--- config.mk ---
export PLATFORM = sky130hd
export DESIGN_NAME = sseg_scan_controller
export DESIGN_NICKNAME = d
export VERILOG_FILES = /design/src/rtl/sseg_scan_controller.sv
export SDC_FILE = /design/constraint.sdc
export NUM_CORES = 1
export LEC_CHECK = 0
export ABC_CLOCK_PERIOD_IN_PS = 3400
export CELL_PAD_IN_SITES_DETAIL_PLACEMENT = 2
export CELL_PAD_IN_SITES_GLOBAL_PLACEMENT = 2
export CORE_MARGIN = 4
export CORE_UTILIZATION = 35
export DETAILED_ROUTE_END_ITERATION = 16
export PLACE_DENSITY = 0.79
export SLEW_MARGIN = 40
export SYNTH_ARGS = -nofsm -noshare
export SYNTH_HDL_FRONTEND = slang
export SYNTH_SLANG_ARGS = --single-unit
--- constraint.sdc ---
create_clock -name clk -period 3.4 [get_ports clk]
set_input_delay 0.68 -clock clk [delete_from_list [all_inputs] [get_ports clk]]
set_output_delay 0.68 -clock clk [all_outputs]
set_load 0.005 [all_outputs]
--- src/rtl/sseg_scan_controller.sv ---
`default_nettype none
// ============================================================================
// Module   : sseg_scan_controller
// Brief    : Time-multiplexed scan controller for an 8-digit common-anode
//            seven-segment display. Scans digits 0..7, each lit for TICK_DIV
//            cycles and followed by BLANK_CYCLES of all-anodes-off. The frame
//            is double-buffered: loads land in a pending buffer and are
//            committed at frame end, or at once while idle.
// Options  : SSEG_LEADING_ZERO_BLANK_EN - blank leading zero digits
// Revision : 1.0 - initial release
// ============================================================================
module sseg_scan_controller #(
    parameter int TICK_DIV     = 100000,
    parameter int BLANK_CYCLES = 1000
) (
    input  logic        clk,
    input  logic        reset_n,
    input  logic        en,
    input  logic        load,
    input  logic [31:0] data_in,
    input  logic [7:0]  dp_in,
    input  logic [7:0]  digit_mask,
    output logic        pending,
    output logic        frame_done,
    output logic [7:0]  AN,
    output logic [6:0]  seg,
    output logic        DP
);

    // One counter serves both SHOW and BLANK slots, so it is sized for the
    // longer of the two.
    localparam int C_CNT_MAX = (TICK_DIV > BLANK_CYCLES) ? TICK_DIV : BLANK_CYCLES;
    localparam int C_CNT_W   = (C_CNT_MAX > 1) ? $clog2(C_CNT_MAX) : 1;

    localparam logic [C_CNT_W-1:0] C_SHOW_LAST  = C_CNT_W'(TICK_DIV - 1);
    localparam logic [C_CNT_W-1:0] C_BLANK_LAST = C_CNT_W'(BLANK_CYCLES - 1);

    typedef enum logic [1:0] {
        ST_IDLE  = 2'd0,
        ST_SHOW  = 2'd1,
        ST_BLANK = 2'd2
    } state_t;

    // Scan state
    state_t             r_state;
    state_t             w_state_nxt;
    logic [C_CNT_W-1:0] r_cnt;
    logic [C_CNT_W-1:0] w_cnt_nxt;
    logic [2:0]         r_idx;
    logic [2:0]         w_idx_nxt;
    logic               w_frame_end;

    // Frame buffers
    logic [31:0]        r_act_data;
    logic [7:0]         r_act_dp;
    logic [7:0]         r_act_mask;
    logic [31:0]        r_pnd_data;
    logic [7:0]         r_pnd_dp;
    logic [7:0]         r_pnd_mask;
    logic               r_pending;
    logic               w_commit;

    // Display path
    logic [3:0]         w_nib;
    logic [6:0]         w_seg_dec;
    logic [7:0]         w_lz_vec;
    logic [7:0]         w_an;
    logic [6:0]         w_seg;
    logic               w_dp;
    logic [7:0]         r_an;
    logic [6:0]         r_seg;
    logic               r_dp;
    logic               r_frame_done;

    // State register: scan state, slot counter and digit index
    always_ff @(posedge clk) begin
        if (!reset_n) begin
            r_state <= ST_IDLE;
            r_cnt   <= '0;
            r_idx   <= '0;
        end else begin
            r_state <= w_state_nxt;
            r_cnt   <= w_cnt_nxt;
            r_idx   <= w_idx_nxt;
        end
    end

    // Next-state logic: IDLE -> SHOW -> BLANK -> SHOW ... ; en low aborts to IDLE
    always_comb begin
        w_state_nxt = r_state;
        w_cnt_nxt   = r_cnt;
        w_idx_nxt   = r_idx;
        w_frame_end = 1'b0;
        case (r_state)
            ST_IDLE: begin
                if (en) begin
                    w_state_nxt = ST_SHOW;
                    w_cnt_nxt   = '0;
                    w_idx_nxt   = '0;
                end
            end
            ST_SHOW: begin
                if (!en) begin
                    w_state_nxt = ST_IDLE;
                    w_cnt_nxt   = '0;
                    w_idx_nxt   = '0;
                end else if (r_cnt == C_SHOW_LAST) begin
                    w_state_nxt = ST_BLANK;
                    w_cnt_nxt   = '0;
                end else begin
                    w_cnt_nxt   = r_cnt + 1'b1;
                end
            end
            ST_BLANK: begin
                if (!en) begin
                    w_state_nxt = ST_IDLE;
                    w_cnt_nxt   = '0;
                    w_idx_nxt   = '0;
                end else if (r_cnt == C_BLANK_LAST) begin
                    // The 3-bit index wraps 7 -> 0 on its own
                    w_state_nxt = ST_SHOW;
                    w_cnt_nxt   = '0;
                    w_idx_nxt   = r_idx + 3'd1;
                    w_frame_end = (r_idx == 3'd7);
                end else begin
                    w_cnt_nxt   = r_cnt + 1'b1;
                end
            end
            default: begin
                w_state_nxt = ST_IDLE;
                w_cnt_nxt   = '0;
                w_idx_nxt   = '0;
            end
        endcase
    end

    // A waiting frame goes live while idle, or on the edge that closes digit 7
    assign w_commit = r_pending && ((r_state == ST_IDLE) || w_frame_end);

    // Frame buffers: a load always lands in pending, so a load coinciding
    // with a commit keeps pending set while the older frame goes live
    always_ff @(posedge clk) begin
        if (!reset_n) begin
            r_act_data <= '0;
            r_act_dp   <= '0;
            r_act_mask <= '0;
            r_pnd_data <= '0;
            r_pnd_dp   <= '0;
            r_pnd_mask <= '0;
            r_pending  <= 1'b0;
        end else begin
            if (w_commit) begin
                r_act_data <= r_pnd_data;
                r_act_dp   <= r_pnd_dp;
                r_act_mask <= r_pnd_mask;
            end
            if (load) begin
                r_pnd_data <= data_in;
                r_pnd_dp   <= dp_in;
                r_pnd_mask <= digit_mask;
                r_pending  <= 1'b1;
            end else if (w_commit) begin
                r_pending  <= 1'b0;
            end
        end
    end

    assign w_nib = r_act_data[{r_idx, 2'b00} +: 4];

    // Hex nibble to active-low {g,f,e,d,c,b,a}
    always_comb begin
        w_seg_dec = 7'h7F;
        case (w_nib)
            4'h0: w_seg_dec = 7'h40;
            4'h1: w_seg_dec = 7'h79;
            4'h2: w_seg_dec = 7'h24;
            4'h3: w_seg_dec = 7'h30;
            4'h4: w_seg_dec = 7'h19;
            4'h5: w_seg_dec = 7'h12;
            4'h6: w_seg_dec = 7'h02;
            4'h7: w_seg_dec = 7'h78;
            4'h8: w_seg_dec = 7'h00;
            4'h9: w_seg_dec = 7'h10;
            4'hA: w_seg_dec = 7'h08;
            4'hB: w_seg_dec = 7'h03;
            4'hC: w_seg_dec = 7'h46;
            4'hD: w_seg_dec = 7'h21;
            4'hE: w_seg_dec = 7'h06;
            4'hF: w_seg_dec = 7'h0E;
            default: w_seg_dec = 7'h7F;
        endcase
    end

`ifdef SSEG_LEADING_ZERO_BLANK_EN
    logic w_above_zero;

    // Walk from digit 7 down: a digit is a leading zero when it is zero and
    // every enabled digit above it is zero too; digit 0 always shows
    always_comb begin
        w_lz_vec     = 8'h00;
        w_above_zero = 1'b1;
        for (int i = 7; i >= 1; i--) begin
            if ((r_act_data[4*i +: 4] == 4'h0) && w_above_zero) begin
                w_lz_vec[i] = 1'b1;
            end
            if (r_act_mask[i] && (r_act_data[4*i +: 4] != 4'h0)) begin
                w_above_zero = 1'b0;
            end
        end
    end
`else
    assign w_lz_vec = 8'h00;
`endif

    // Pin values for the current digit; en low blanks immediately
    always_comb begin
        w_an  = 8'hFF;
        w_seg = 7'h7F;
        w_dp  = 1'b1;
        if (en && (r_state == ST_SHOW)) begin
            w_seg = w_seg_dec;
            if (r_act_mask[r_idx]) begin
                w_dp = ~r_act_dp[r_idx];
                if (!w_lz_vec[r_idx]) begin
                    w_an = ~(8'h01 << r_idx);
                end
            end
        end
    end

    // Output registers keep the pins glitch-free
    always_ff @(posedge clk) begin
        if (!reset_n) begin
            r_an         <= 8'hFF;
            r_seg        <= 7'h7F;
            r_dp         <= 1'b1;
            r_frame_done <= 1'b0;
        end else begin
            r_an         <= w_an;
            r_seg        <= w_seg;
            r_dp         <= w_dp;
            r_frame_done <= w_frame_end;
        end
    end

    assign AN         = r_an;
    assign seg        = r_seg;
    assign DP         = r_dp;
    assign frame_done = r_frame_done;
    assign pending    = r_pending;

endmodule
`default_nettype wire

# == After elaboration in Yosys (flattened, before gate mapping) ==
# Memory sizes are Yosys's and may differ from the RTL's. A register that Yosys moved wholly into a read port is not among the register bits.
# Index checks and enable logic that the tools add are counted.
# word_totals
rom_bits,120
mem_count,2
output_inout_bits,18
elab_cells,74
ff_bits,129
inputBits,52
# classes
n_lt_le_gt_ge,1
reduce_logical,11
n_shift,2
eq_ne,9
n_addsub,2
bitwise,5
n_mux,29
# memory_table
name,depth,width,read_ports,rd_clocked_by_memory_dff,wr,line,text
(name not given),16,7,1,1,0,173,case (w_nib)
(name not given),8,1,1,1,0,224,if (!w_lz_vec[r_idx]) begin
# ops
op,n
$mux W17,5
$pmux W17 S3,1
$shiftx A32 B6 Y4,1
$mux W3,6
$add A17 B1 Y17 const B,1
$eq A17 B10 Y1 const B,1
$eq A17 B17 Y1 const B,1
$mux W2,5
$pmux W3 S3,1
$reduce_and A3 Y1,3
$mux W1,8
$not A8 Y8,1
$shl A1 B3 Y8 const A,1
$bmux W1 S3,2
$ne A3 B3 Y1 const B,2
$pmux W2 S3,1
$lt A3 B4 Y1 const B,1
$ne A2 B2 Y1 const B,2
$not A1 Y1,4
$reduce_or A4 Y1,1
$add A3 B1 Y3 const B,1
$eq A3 B3 Y1 const B,1
$eq A2 B1 Y1 const B,1
$eq A2 B2 Y1 const B,1
6 further kinds,7

# == Logic depth before layout (Yosys ltp) ==
# depth
word_depth,8
depth_mapped,10
depth_no_buf,7

# == Worst setup path before layout ==
# OpenSTA, ideal clock, no wires.
# synth_timing
path_kind,register to register
from,register r_idx[1]
to,"register r_seg[5], in the netlist seg[5]"
t_required_ns,3.278
synth_period_minus_slack_ns,2.319
arrival_ns,2.198
path_stages_with_launch,10
setup_slack_ns,1.081
n_path_buf,2
setup_ns,0.122
path_cell_list,dfxtp_1 > buf_2 > buf_2 > mux4_2 > mux2i_1 > inv_1 > ha_1 > nand3_1 > o21ai_0 > a221o_1
# synth_between
elab_chain_cells,1
# synth_rtl
item,line,text
start: declaration,49,logic [2:0] r_idx;
start signal: assignment,84,r_idx <= w_idx_nxt;
$shiftx A32 B6 Y4,168,"assign w_nib = r_act_data[{r_idx, 2'b00} +: 4];"
end: declaration,71,logic [6:0] r_seg;
# Every way passes these cells.
# A chain may end at the register's enable or synchronous reset.

# == Final worst setup path ==
# layout_timing
from,register r_idx[0]
to,"register r_seg[3], in the netlist seg[3]"
# The elaborated chain is that of the path after synthesis.

==> reports/results.tsv <==
metric	value	unit
outcome	completed	
Reg clk slew, reported paths	0.06	ns
setup violators final	0	
FF+latch area	2720	µm²
area of the mapped netlist	6270	µm²
H-Tree Depth	4	
num rows	48	
CP arrival	3.25	ns
RSZ-0062 raised after global routing	false	
Post-Synth Simple-Gate Area	22.4	%
vias in the first global route	5447	
width of the die	142	µm
commonest cells after routing, fill and taps aside	152 x nand2_1, 136 x dfxtp_1, 105 x mux2i_1, 67 x clkdlybuf4s50_1, 56 x nor2b_1	
HP Start	r_act_dp[2]	
VDD IR max	0.344	mV
RR Startpoint	r_idx[0]	
total global routing overflow	0	
Max-slew headroom	52.3	%
CTS Sinks	136	
cell leakage power	3.01	nW
Synth Area in Compound Gates	5.23	%
CP Class	register to register	
EDFF count, synth	0	
Netlist cell types	54	
most common cell after layout, fill and taps aside	nand2_1	
worst-path fanout max	9	
Comb pwr share	13.1	%
Yosys warning total	0	
PortBufs	69	
core box area	17400	µm²
f_max	337	MHz
Top Ports	70	
worst hold path type	register to register	
Power Density	553	nW/µm²
pre-CTS WS	0.658	ns
clock power share	46.2	%
Critical Path RT	3.68	ns
antenna violations before repair	0	
cells after synthesis	659	
post-synthesis sequential area ratio	43.4	%
switching power	0.00103	W
Post-Synth XOR/XNOR Area	0.279	%
Async SR Flop Fraction	0	%
Area growth syn-to-layout	22.9	%
mux contribution to synthesized area	20.7	%
crit path capture type	register	
Reg power frac	40.7	%
setup TNS	0	ns
setup ws final	0.430	ns
final hold violations	0	
Post-Route WL	17700	µm
FILL cells	1842	
Worst Tran Pin Value	0.716	ns
gr usage total	18.2	%
largest buffer count on any clock path	2	
CTS tree	built	
height of the die	142	µm
vias	4862	
Synth Area in Adders	3.39	%
post-CTS sizing	0	
global-route wire length before repair	28900	µm
layout cells sized above 1	7.88	%
drc violations	0	
CTS buffer count	17	
crit path time final	2.97	ns
NumNets Final	779	
Via density	5.13	
final cycle utilization of the critical path	87.4	%
Post-CTS Setup Bufs	0	
clk_lat worst skew	0.42	ns
Post-CTS Hold Fix Bufs	0	
Routed WL per cell	18.7	µm
GPL Wtd Cong	0.816	
Power Internal	0.00322	W
Max Slew Vio Count	0	
Initial Utilization	36.0	%
largest family of logic cells by synthesized area	simple AND/OR/NAND/NOR gates	
root buf cell	clkbuf_16	
# diodes	0	
Main synth FF type	dfxtp_1	
First-pass DRT Iterations	4	
crit path from	r_idx[0]	
largest net degree at the start of global routing	98	
Final ANT Viol Nets	0	
internal reg-to-reg setup slack	0.43	ns
Avg Cell Area, Syn	9.51	µm²
DR iter-0 viols	199	
die footprint	20100	µm²
register bit total from synthesis	136	
max_cap viols	0	
dpl hpwl	11800	µm
skew final	0.00737	ns
Net Sw Frac	24.3	%
startpoint types	register	
syn nets	728	
Multi-input gate area	3270	µm²
[layer usage]
layer / part of all wire, % / track usage, % / vias to the layer above
met2: 50 / 31.7 / 92
met5: 0 / 0 / -
met1: 44 / 21.4 / 2382
met4: 2.9 / 8.03 / 0
met3: 3.3 / 4.08 / 34
li1: - / - / 2354
[Yosys cell counts (2+ instances only)]
cell      count  area, µm²
nor4b_1       2       17.5
nor2b_1      57        357
nand4b_1      2       17.5
and4_1        5       43.8
buf_4         6       45.0
buf_2         8       40.0
buf_12        3       60.1
o31ai_1       2       15.0
a221o_1       4       40.0
nand3_1      12       60.1
buf_1         3       11.3
and2_1       12       75.1
a21oi_1       8       40.0
a31oi_1       2       12.5
o21ai_0       7       35.0
o21ai_1       2       10.0
o31a_1        4       35.0
dfxtp_1     136       2720
nor3_1        5       25.0
nand2_1     152        571
inv_1         6       22.5
nand4_1       6       37.5
ha_1         17        213
and3_1        4       25.0
nor2_1       15       56.3
mux2i_1     105       1050
o22ai_1      12       75.1
clkbuf_1     25       93.8
nor4_1        3       18.8
mux4_2       10        225
[power by group through the flow]
stage               Sequential [W]  Combinational, W  Clock (W)
floorplan                  0.00175          0.000406          0
global placement           0.00176          0.000534          0
detailed placement         0.00177          0.000558          0
CTS                        0.00173          0.000568    0.00201
global route               0.00174          0.000614    0.00210
finish                     0.00173          0.000558    0.00197
[critical path, cell delays in order, from the launching register on]
cell	delay (ns)
dfxtp_1	0.66
mux4_2	0.60
mux2i_1	0.49
inv_2	0.12
ha_1	0.22
a21boi_0	0.15
nor4b_1	0.47
a31oi_1	0.12
[flip-flops by register name (all words and copies together) (netlist names)]
name and cells:
r_act_dp 8, frame_done 1, seg 7, DP 1, r_state 2, r_cnt 17
r_pnd_mask 8, r_act_mask 8, AN 8, r_pnd_dp 8, pending 1, r_act_data 32
r_pnd_data 32, r_idx 3
[metrics by stage]
step | hold slack (ns) | power, W | util (%) | instance area [µm²] | instances
floorplan | 0.431 | 0.00215 | - | 6270 | 659
global placement | 0.439 | 0.00229 | 40.6 | 7080 | 916
detailed placement | 0.454 | 0.00232 | 40.6 | 7080 | 916
CTS | 0.464 | 0.00431 | 44.2 | 7700 | 948
global route | 0.482 | 0.00446 | 44.2 | 7710 | 948
finish | 0.459 | 0.00426 | 44.2 | 7710 | 948
[cells by family after synthesis]
family | after synthesis
fa+ha+maj | 17
simple gates | 284
flops | 136
xor+xnor | 2
mux | 117
buf+inv | 54
compound gates | 49
[area by class of cell]
| class | instances | area share (%) |
|---|---|---|
| sequential | 136 | 35.3 |
| multi-input combinational | 469 | 42.4 |
| tap | 225 | 3.65 |
| clock buffer | 23 | 6.20 |
| inverter | 8 | 0.390 |
| clock inverter | 9 | 1.88 |
| timing repair buffer | 78 | 10.1 |
[final timing paths]
path | to | cells past startpoint
setup reg to reg | seg[3] | 7
setup / recovery | seg[3] | 7
hold reg to reg | r_act_dp[2] | 2
hold / removal | r_act_dp[2] | 2
No activity file was read; power rests on OpenSTA's default activity.
